$ cat config.mk
export PLATFORM = sky130hd
export DESIGN_NAME = pc_update_seq
export DESIGN_NICKNAME = d
export VERILOG_FILES = /design/src/rtl/pc_update_seq.sv
export SDC_FILE = /design/constraint.sdc
export NUM_CORES = 1
export LEC_CHECK = 0
export ABC_CLOCK_PERIOD_IN_PS = 3520
export CORE_ASPECT_RATIO = 0.8
export CORE_UTILIZATION = 28
export DETAILED_ROUTE_END_ITERATION = 10
export GPL_ROUTABILITY_DRIVEN = 0
export MAX_ROUTING_LAYER = met4
export PLACE_DENSITY = 0.5
export SYNTH_ARGS = -nofsm -noshare
export SYNTH_HDL_FRONTEND = slang
export SYNTH_SLANG_ARGS = --single-unit
$ cat constraint.sdc
create_clock -name clk -period 3.52 [get_ports clk]
set_clock_uncertainty 0.05 [all_clocks]
set_input_delay 0.352 -clock clk [delete_from_list [all_inputs] [get_ports clk]]
set_output_delay 0.352 -clock clk [all_outputs]
set_load 0.1 [all_outputs]
$ cat src/rtl/pc_update_seq.sv
// pc_update_seq: steps the multicycle datapath through one PC update per
// request (sequential, branch, jump, register jump, exception entry with a
// vector fetch from memory, exception return) and drives the next-PC select
// and the PC/EPC load strobes.
//
// state    | meaning
// ---------+---------------------------------------------------------
// IDLE     | ready for a request, all strobes low
// SEQ_WR   | PC <= ALU result (PC+4)
// BR_EVAL  | PC <= ALUOut when the latched condition holds on the flags
// JMP_WR   | PC <= shifted jump target
// JR_WR    | PC <= ALU result (register value)
// RTE_WR   | PC <= EPC
// EXC_SAVE | EPC <= PC, vector byte read issued
// EXC_WAIT | memory latency, vector address held
// EXC_LOAD | PC <= sign-extended vector byte
module pc_update_seq #(
  parameter logic [7:0] EXC_BASE = 8'd253,
  parameter int         MEM_WAIT = 1
) (
  input  logic       clk,
  input  logic       reset_n,
  input  logic       req_valid,
  output logic       req_ready,
  input  logic [2:0] req_type,
  input  logic [1:0] br_cond,
  input  logic       alu_zero,
  input  logic       alu_gt,
  input  logic [1:0] exc_code,
  output logic [3:0] PCSource,
  output logic       PCWrite,
  output logic       EPCWrite,
  output logic       vec_rd,
  output logic [7:0] vec_addr,
  output logic       done,
  output logic [7:0] exc_count
);

  typedef enum logic [3:0] {
    S_IDLE     = 4'd0,
    S_SEQ_WR   = 4'd1,
    S_BR_EVAL  = 4'd2,
    S_JMP_WR   = 4'd3,
    S_JR_WR    = 4'd4,
    S_RTE_WR   = 4'd5,
    S_EXC_SAVE = 4'd6,
    S_EXC_WAIT = 4'd7,
    S_EXC_LOAD = 4'd8
  } state_t;

  localparam logic [1:0] WAIT_INIT = 2'(MEM_WAIT);

  localparam logic [2:0] T_SEQ    = 3'd0;
  localparam logic [2:0] T_BRANCH = 3'd1;
  localparam logic [2:0] T_JUMP   = 3'd2;
  localparam logic [2:0] T_JR     = 3'd3;
  localparam logic [2:0] T_EXC    = 3'd4;
  localparam logic [2:0] T_RTE    = 3'd5;

  state_t     state_q, state_d;
  logic [1:0] br_cond_q, br_cond_d;
  logic [1:0] wait_cnt_q, wait_cnt_d;
  logic [7:0] vec_addr_q, vec_addr_d;
  logic [7:0] exc_count_q, exc_count_d;
  logic [3:0] pc_source_q, pc_source_d;
  logic       pc_write_q, pc_write_d;
  logic       epc_write_q, epc_write_d;
  logic       vec_rd_q, vec_rd_d;
  logic       done_q, done_d;
  logic       req_ready_q, req_ready_d;
  logic [1:0] eff_code;
  logic       br_taken;

  // Next-state, request latching, wait counter and exception counter.
  always_comb begin
    state_d     = state_q;
    br_cond_d   = br_cond_q;
    wait_cnt_d  = wait_cnt_q;
    vec_addr_d  = vec_addr_q;
    exc_count_d = exc_count_q;
    eff_code    = 2'd0;
    case (state_q)
      S_IDLE: begin
        if (req_valid) begin
          br_cond_d = br_cond;
          case (req_type)
            T_SEQ:    state_d = S_SEQ_WR;
            T_BRANCH: state_d = S_BR_EVAL;
            T_JUMP:   state_d = S_JMP_WR;
            T_JR:     state_d = S_JR_WR;
            T_RTE:    state_d = S_RTE_WR;
            default: begin
              // EXC proper, or an illegal code taken as an opcode exception
              eff_code   = (req_type == T_EXC) ? exc_code : 2'd0;
              vec_addr_d = EXC_BASE + {6'd0, eff_code};
              state_d    = S_EXC_SAVE;
            end
          endcase
        end
      end
      S_EXC_SAVE: begin
        if (exc_count_q != 8'hFF) exc_count_d = exc_count_q + 8'd1;
        wait_cnt_d = WAIT_INIT;
        state_d    = S_EXC_WAIT;
      end
      S_EXC_WAIT: begin
        if (wait_cnt_q <= 2'd1) begin
          wait_cnt_d = 2'd0;
          state_d    = S_EXC_LOAD;
        end else begin
          wait_cnt_d = wait_cnt_q - 2'd1;
        end
      end
      default: state_d = S_IDLE;
    endcase
  end

  // Moore output decode of the upcoming state so the outputs come from flops.
  always_comb begin
    pc_source_d = 4'd0;
    pc_write_d  = 1'b0;
    epc_write_d = 1'b0;
    vec_rd_d    = 1'b0;
    done_d      = 1'b0;
    req_ready_d = 1'b0;
    case (state_d)
      S_IDLE:     req_ready_d = 1'b1;
      S_SEQ_WR:   begin pc_source_d = 4'd0; pc_write_d = 1'b1; done_d = 1'b1; end
      S_BR_EVAL:  begin pc_source_d = 4'd1; done_d = 1'b1; end
      S_JMP_WR:   begin pc_source_d = 4'd2; pc_write_d = 1'b1; done_d = 1'b1; end
      S_JR_WR:    begin pc_source_d = 4'd0; pc_write_d = 1'b1; done_d = 1'b1; end
      S_RTE_WR:   begin pc_source_d = 4'd3; pc_write_d = 1'b1; done_d = 1'b1; end
      S_EXC_SAVE: begin epc_write_d = 1'b1; vec_rd_d = 1'b1; end
      S_EXC_LOAD: begin pc_source_d = 4'd4; pc_write_d = 1'b1; done_d = 1'b1; end
      default:    pc_source_d = 4'd0;
    endcase
  end

  // Branch condition against the live ALU flags; only used in BR_EVAL.
  always_comb begin
    case (br_cond_q)
      2'd0:    br_taken = alu_zero;
      2'd1:    br_taken = ~alu_zero;
      2'd2:    br_taken = alu_gt;
      default: br_taken = ~alu_gt;
    endcase
  end

  // State and registered outputs; reset drops everything back to IDLE at once.
  always_ff @(posedge clk or negedge reset_n) begin
    if (!reset_n) begin
      state_q     <= S_IDLE;
      br_cond_q   <= 2'd0;
      wait_cnt_q  <= 2'd0;
      vec_addr_q  <= 8'd0;
      exc_count_q <= 8'd0;
      pc_source_q <= 4'd0;
      pc_write_q  <= 1'b0;
      epc_write_q <= 1'b0;
      vec_rd_q    <= 1'b0;
      done_q      <= 1'b0;
      req_ready_q <= 1'b1;
    end else begin
      state_q     <= state_d;
      br_cond_q   <= br_cond_d;
      wait_cnt_q  <= wait_cnt_d;
      vec_addr_q  <= vec_addr_d;
      exc_count_q <= exc_count_d;
      pc_source_q <= pc_source_d;
      pc_write_q  <= pc_write_d;
      epc_write_q <= epc_write_d;
      vec_rd_q    <= vec_rd_d;
      done_q      <= done_d;
      req_ready_q <= req_ready_d;
    end
  end

  assign PCSource  = pc_source_q;
  assign PCWrite   = pc_write_q | ((state_q == S_BR_EVAL) & br_taken);
  assign EPCWrite  = epc_write_q;
  assign vec_rd    = vec_rd_q;
  assign vec_addr  = vec_addr_q;
  assign done      = done_q;
  assign req_ready = req_ready_q;
  assign exc_count = exc_count_q;

endmodule

Yosys cells after proc, flatten, opt, wreduce, memory -nomap -nowiden. Cells that the tools add are included.

Output and inout bits: 25. Logic and storage cells: 61. Input bits: 12. Register bits: 32.

$lt $le $gt $ge: 1. Add/subtract/negate cells: 3. Bitwise gates (word level): 5. Multiplexer cells: 13. Eq/ne operators: 18. Reductions and logical operators: 11.

Operators by type and width (count): == test 4 x 3 -> 1 bit (second input constant) (5); one-hot mux 3 bit (5 select lines) (1); == test 4 x 2 -> 1 bit (second input constant) (3); one-hot mux 3 bit (4 select lines) (1); one-hot mux 4 bit (3 select lines) (1); OR reduction 5 bit (2); adder 8 x 1 -> 8 bit (second input constant) (1); logical NOT 4 bit (2); 2-to-1 mux 4 bit (2); != test 8 bit (second input constant) (1); == test 3 x 2 -> 1 bit (second input constant) (2); == test 3 bit (second input constant) (2); OR reduction 6 bit (1); adder 3 x 3 -> 4 bit (first input constant) (1); == test 4 x 1 -> 1 bit (second input constant) (1); == test 4 bit (second input constant) (1); 2-to-1 mux 1 bit (4); 2-to-1 mux 2 bit (2); one-hot mux 2 bit (2 select lines) (1); AND reduction 2 bit (2); == test 3 x 1 -> 1 bit (second input constant) (1); logical NOT 3 bit (1); inverter 1 bit (3); one-hot mux 1 bit (3 select lines) (1); 9 further kinds (9).

Logic depth before layout (Yosys ltp).
Depth after elaboration: 7. Gate-level depth with buffers: 5. Depth with buffers taken out: 4.

Worst setup path before layout. Ideal clock, no wire load.

Path kind: register to register. Start point: reg exc_count_q[0], in the netlist exc_count[0]. End point: reg exc_count_q[1], in the netlist exc_count[1]. Data required time: 3.341 ns. Cell stages (with the launch flop): 5. Library setup time: 0.129 ns. Setup slack: 1.326 ns. Clock period less this slack: 2.194 ns. Data arrival time: 2.016 ns. Path buffers: 0. Cells stage by stage: dfrtp_1 > ha_1 > nand2_1 > o21ai_1 > mux2_1.

Cells in the longest elaborated chain, start to end: 2. Elaborated cells between the ends (all ways): 3. Those cells by class: add/sub (1); eq/ne (1); reduce/logical (1).

Ends and longest elaborated chain: start: declaration (line 64) `logic [7:0] exc_count_q, exc_count_d;`; start signal: assignment (line 168) `exc_count_q <= exc_count_d;`; parallel branches: the longest is 2 deep, another holds adder 8 x 1 -> 8 bit.

Several ways; the timed one is not identified. A chain may end at the register's enable or synchronous reset.

Worst setup path in the final report.
Start point: reg exc_count_q[2], in the netlist exc_count[2]. End point: out exc_count[2].

RTL lines: end: declaration (line 36) `output logic [7:0] exc_count`.

No word-level cell between the ends.

==> run summary <==
final wirelength - 2.47 mm
vias after detailed routing - 948
TritonCTS clock tree - yes
Worst path slowest cell - clkdlybuf4s50_1
Remaining DRCs - 0
Hold-fix buffers, CTS - 0
Core Region - 0.00428 mm²
antenna cells - 0
delay-heaviest family, CP - buffers and inverters
placed insts - 205
Hold Path Class - input pin to asynchronous set/reset pin
setup violators final - 0
Synth cell types - 35
Final Non-Filler Cells - 209
Synth Register Bits - 26
post_cts resized - 0
detailed-router iteration count before antenna repair - 4
CTS sink count - 26
via/cell ratio - 4.54
reg2reg start - state_q[0]
GRT overflow - 0
post-route ant nets - 0
CTS Buf Count - 3
WS Path Type - flop to output port
DP HPWL - 1.87 mm
post-CTS setup buffer count - 0
CTS root buffer - clkbuf_8
Total GRT Usage - 11.7%
RSZ-0062 raised after global routing - false
Nets - 167
initial antenna violation count - 0
crit path capture type - output port
Starting Density - 29.9%
Max Slew Vio Count - 0
synthesis warning total - 0
number of I/O port buffers - 35
Clk pin slew, worst setup/hold paths - 0.10 ns
per-cell routed wire length - 11.8 µm
share of cells above drive strength 1 - 9.87%
Die ar. - 0.00485 mm²
Tmin final - 2.38 ns
Worst EP required - 3.12 ns
vias in the first global route - 927
Fin. Hold Viols - 0
Die Width - 77.6 µm
Initial DRC Count - 69
Area Growth Syn to Fin - 34.4%
Worst slew margin - 34.9%
Setup TNS - 0 ns
maximum clock frequency - 0.419 GHz
first-pass GRT wire length - 4.33 mm
H-Tree Depth - 1
Critical path buffers and inverters - 1
slowest stage delay, CP - 1.19 ns
Final Cycle Share - 67.7%
I/O pin count - 37
RR Endpoint - exc_count[6]
Max Cap Viol - 0
FF-to-FF setup slack - 1.85 ns
Die Height - 62.5 µm
CP startpoint kind - flop
worst slew pin tran - 0.974 ns
Reg2Reg Depth - 4
CTS max path bufs - 2
worst path cell trace - clkdlybuf4s50_1
status - finished, final reports clean
syn nets - 134
Worst Path Arrival - 1.98 ns
std cell rows - 21
largest net degree at the start of global routing - 27
sequential area share after synthesis - 50.9%
synthesized area - 0.00128 mm²
crit-path max FO - 7
Avg Synthesized Cell Area - 10.7 µm²
cells after synthesis - 120
Clk Latency, worst-skew pair - 0.28 ns
==> final cells by class <==
| class | instances | area (µm²) |
|---|---|---|
| timing repair buffer | 36 | 355 |
| inverter | 5 | 18.8 |
| sequential | 26 | 652 |
| multi-input combinational | 81 | 552 |
| clock inverter | 1 | 30.0 |
| tap | 57 | 71.3 |
| clock buffer | 3 | 41.3 |
| fill | 420 | 2560 |
==> metal layers <==
metal  share of wire, %  track usage [%]  vias up
met1                 53             16.4      463
li1                   -                -      467
met5                  0                -        -
met3                2.4             2.63        2
met2                 43             16.4       16
met4                1.1             4.25        0
==> cell usage after synthesis (all sizes together) <==
| master | count | area [µm²] |
|---|---|---|
| conb | 1 | 3.75 |
| a32oi | 1 | 8.76 |
| nand3b | 1 | 7.51 |
| a31o | 1 | 8.76 |
| mux2 | 7 | 78.8 |
| nand2 | 13 | 48.8 |
| ha | 2 | 25.0 |
| xnor2 | 2 | 17.5 |
| mux2i | 2 | 20.0 |
| and2 | 2 | 12.5 |
| a21oi | 4 | 20.0 |
| a31oi | 2 | 12.5 |
| xor2 | 3 | 26.3 |
| nor2b | 1 | 6.26 |
| nand2b | 3 | 18.8 |
| o21bai | 1 | 7.51 |
| dfstp | 1 | 26.3 |
| and4 | 1 | 8.76 |
| o21a | 1 | 7.51 |
| nor3 | 2 | 20.0 |
| and3 | 4 | 25.0 |
| a21boi | 1 | 7.51 |
| dfrtp | 25 | 626 |
| buf | 8 | 57.6 |
| nand4 | 3 | 46.3 |
| inv | 5 | 18.8 |
| nor2 | 11 | 41.3 |
| or3 | 1 | 6.26 |
| o21ai | 9 | 45.0 |
| and3b | 1 | 8.76 |
| and4bb | 1 | 12.5 |
==> state kept, by name (all words and copies together), names as in the netlist <==
signal	count
exc_count	8
state_q	4
PCSource	3
vec_addr	3
br_cond_q	2
wait_cnt_q	2
done	1
pc_write_q	1
req_ready	1
vec_rd	1
==> placed cells by master, fill, tap and decap left out, types with 3 or more instances in the layout <==
cell type	count
xor2_1	3
dfrtp_1	25
nand2_1	13
mux2_1	7
nor2_1	11
clkdlybuf4s50_1	34
nand2b_1	3
o21ai_1	8
a21oi_1	4
clkbuf_8	3
inv_1	4
and3_1	4
==> cells by family after synthesis <==
group                    Yosys count  share of synthesized area [%]
multiplexers                       9                           7.72
adder cells (fa/ha/maj)            2                           1.95
XOR/XNOR                           5                           3.42
flip-flops                        26                           50.9
buffers and inverters             13                           5.96
AND/OR/NAND/NOR                   44                           20.5
AO/OA/AOI/OAI                     20                           9.19
other                              1                          0.293
==> how the worst max path moves through the flow <==
stage	start	depth (start not counted)	to	slack (ns)
4_1_cts	exc_count[2]	1	exc_count[2]	1.13
6_report	exc_count[2]	1	exc_count[2]	1.14
5_1_grt	exc_count[2]	1	exc_count[2]	1.07
3_5_place_dp	exc_count[2]	1	exc_count[2]	1.44
2_1_floorplan	exc_count[0]	4	exc_count[1]	1.33
3_3_place_gp	exc_count[2]	1	exc_count[2]	1.48
==> stage by stage <==
step | worst slack (ns) | area (µm²) | hold WS, ns | util [%]
finish | 1.14 | 1720 | 0.383 | 40.2
CTS | 1.13 | 1720 | 0.396 | 40.2
global placement | 1.48 | 1650 | 0.422 | 38.5
detailed placement | 1.44 | 1650 | 0.436 | 38.5
global route | 1.07 | 1720 | 0.429 | 40.2
floorplan | 1.33 | 1280 | 0.00641 | -
==> worst reg2reg max path, cell delays in order, from the launching register on <==
cell and delay [ns]:
dfrtp_1 0.44, and4bb_2 0.41, nand4_2 0.15, nor2_1 0.17, mux2_1 0.33
Power is left out: the tool's default activity adds up to more than one toggle a clock period on the data nets, which glitch-free logic cannot reach.
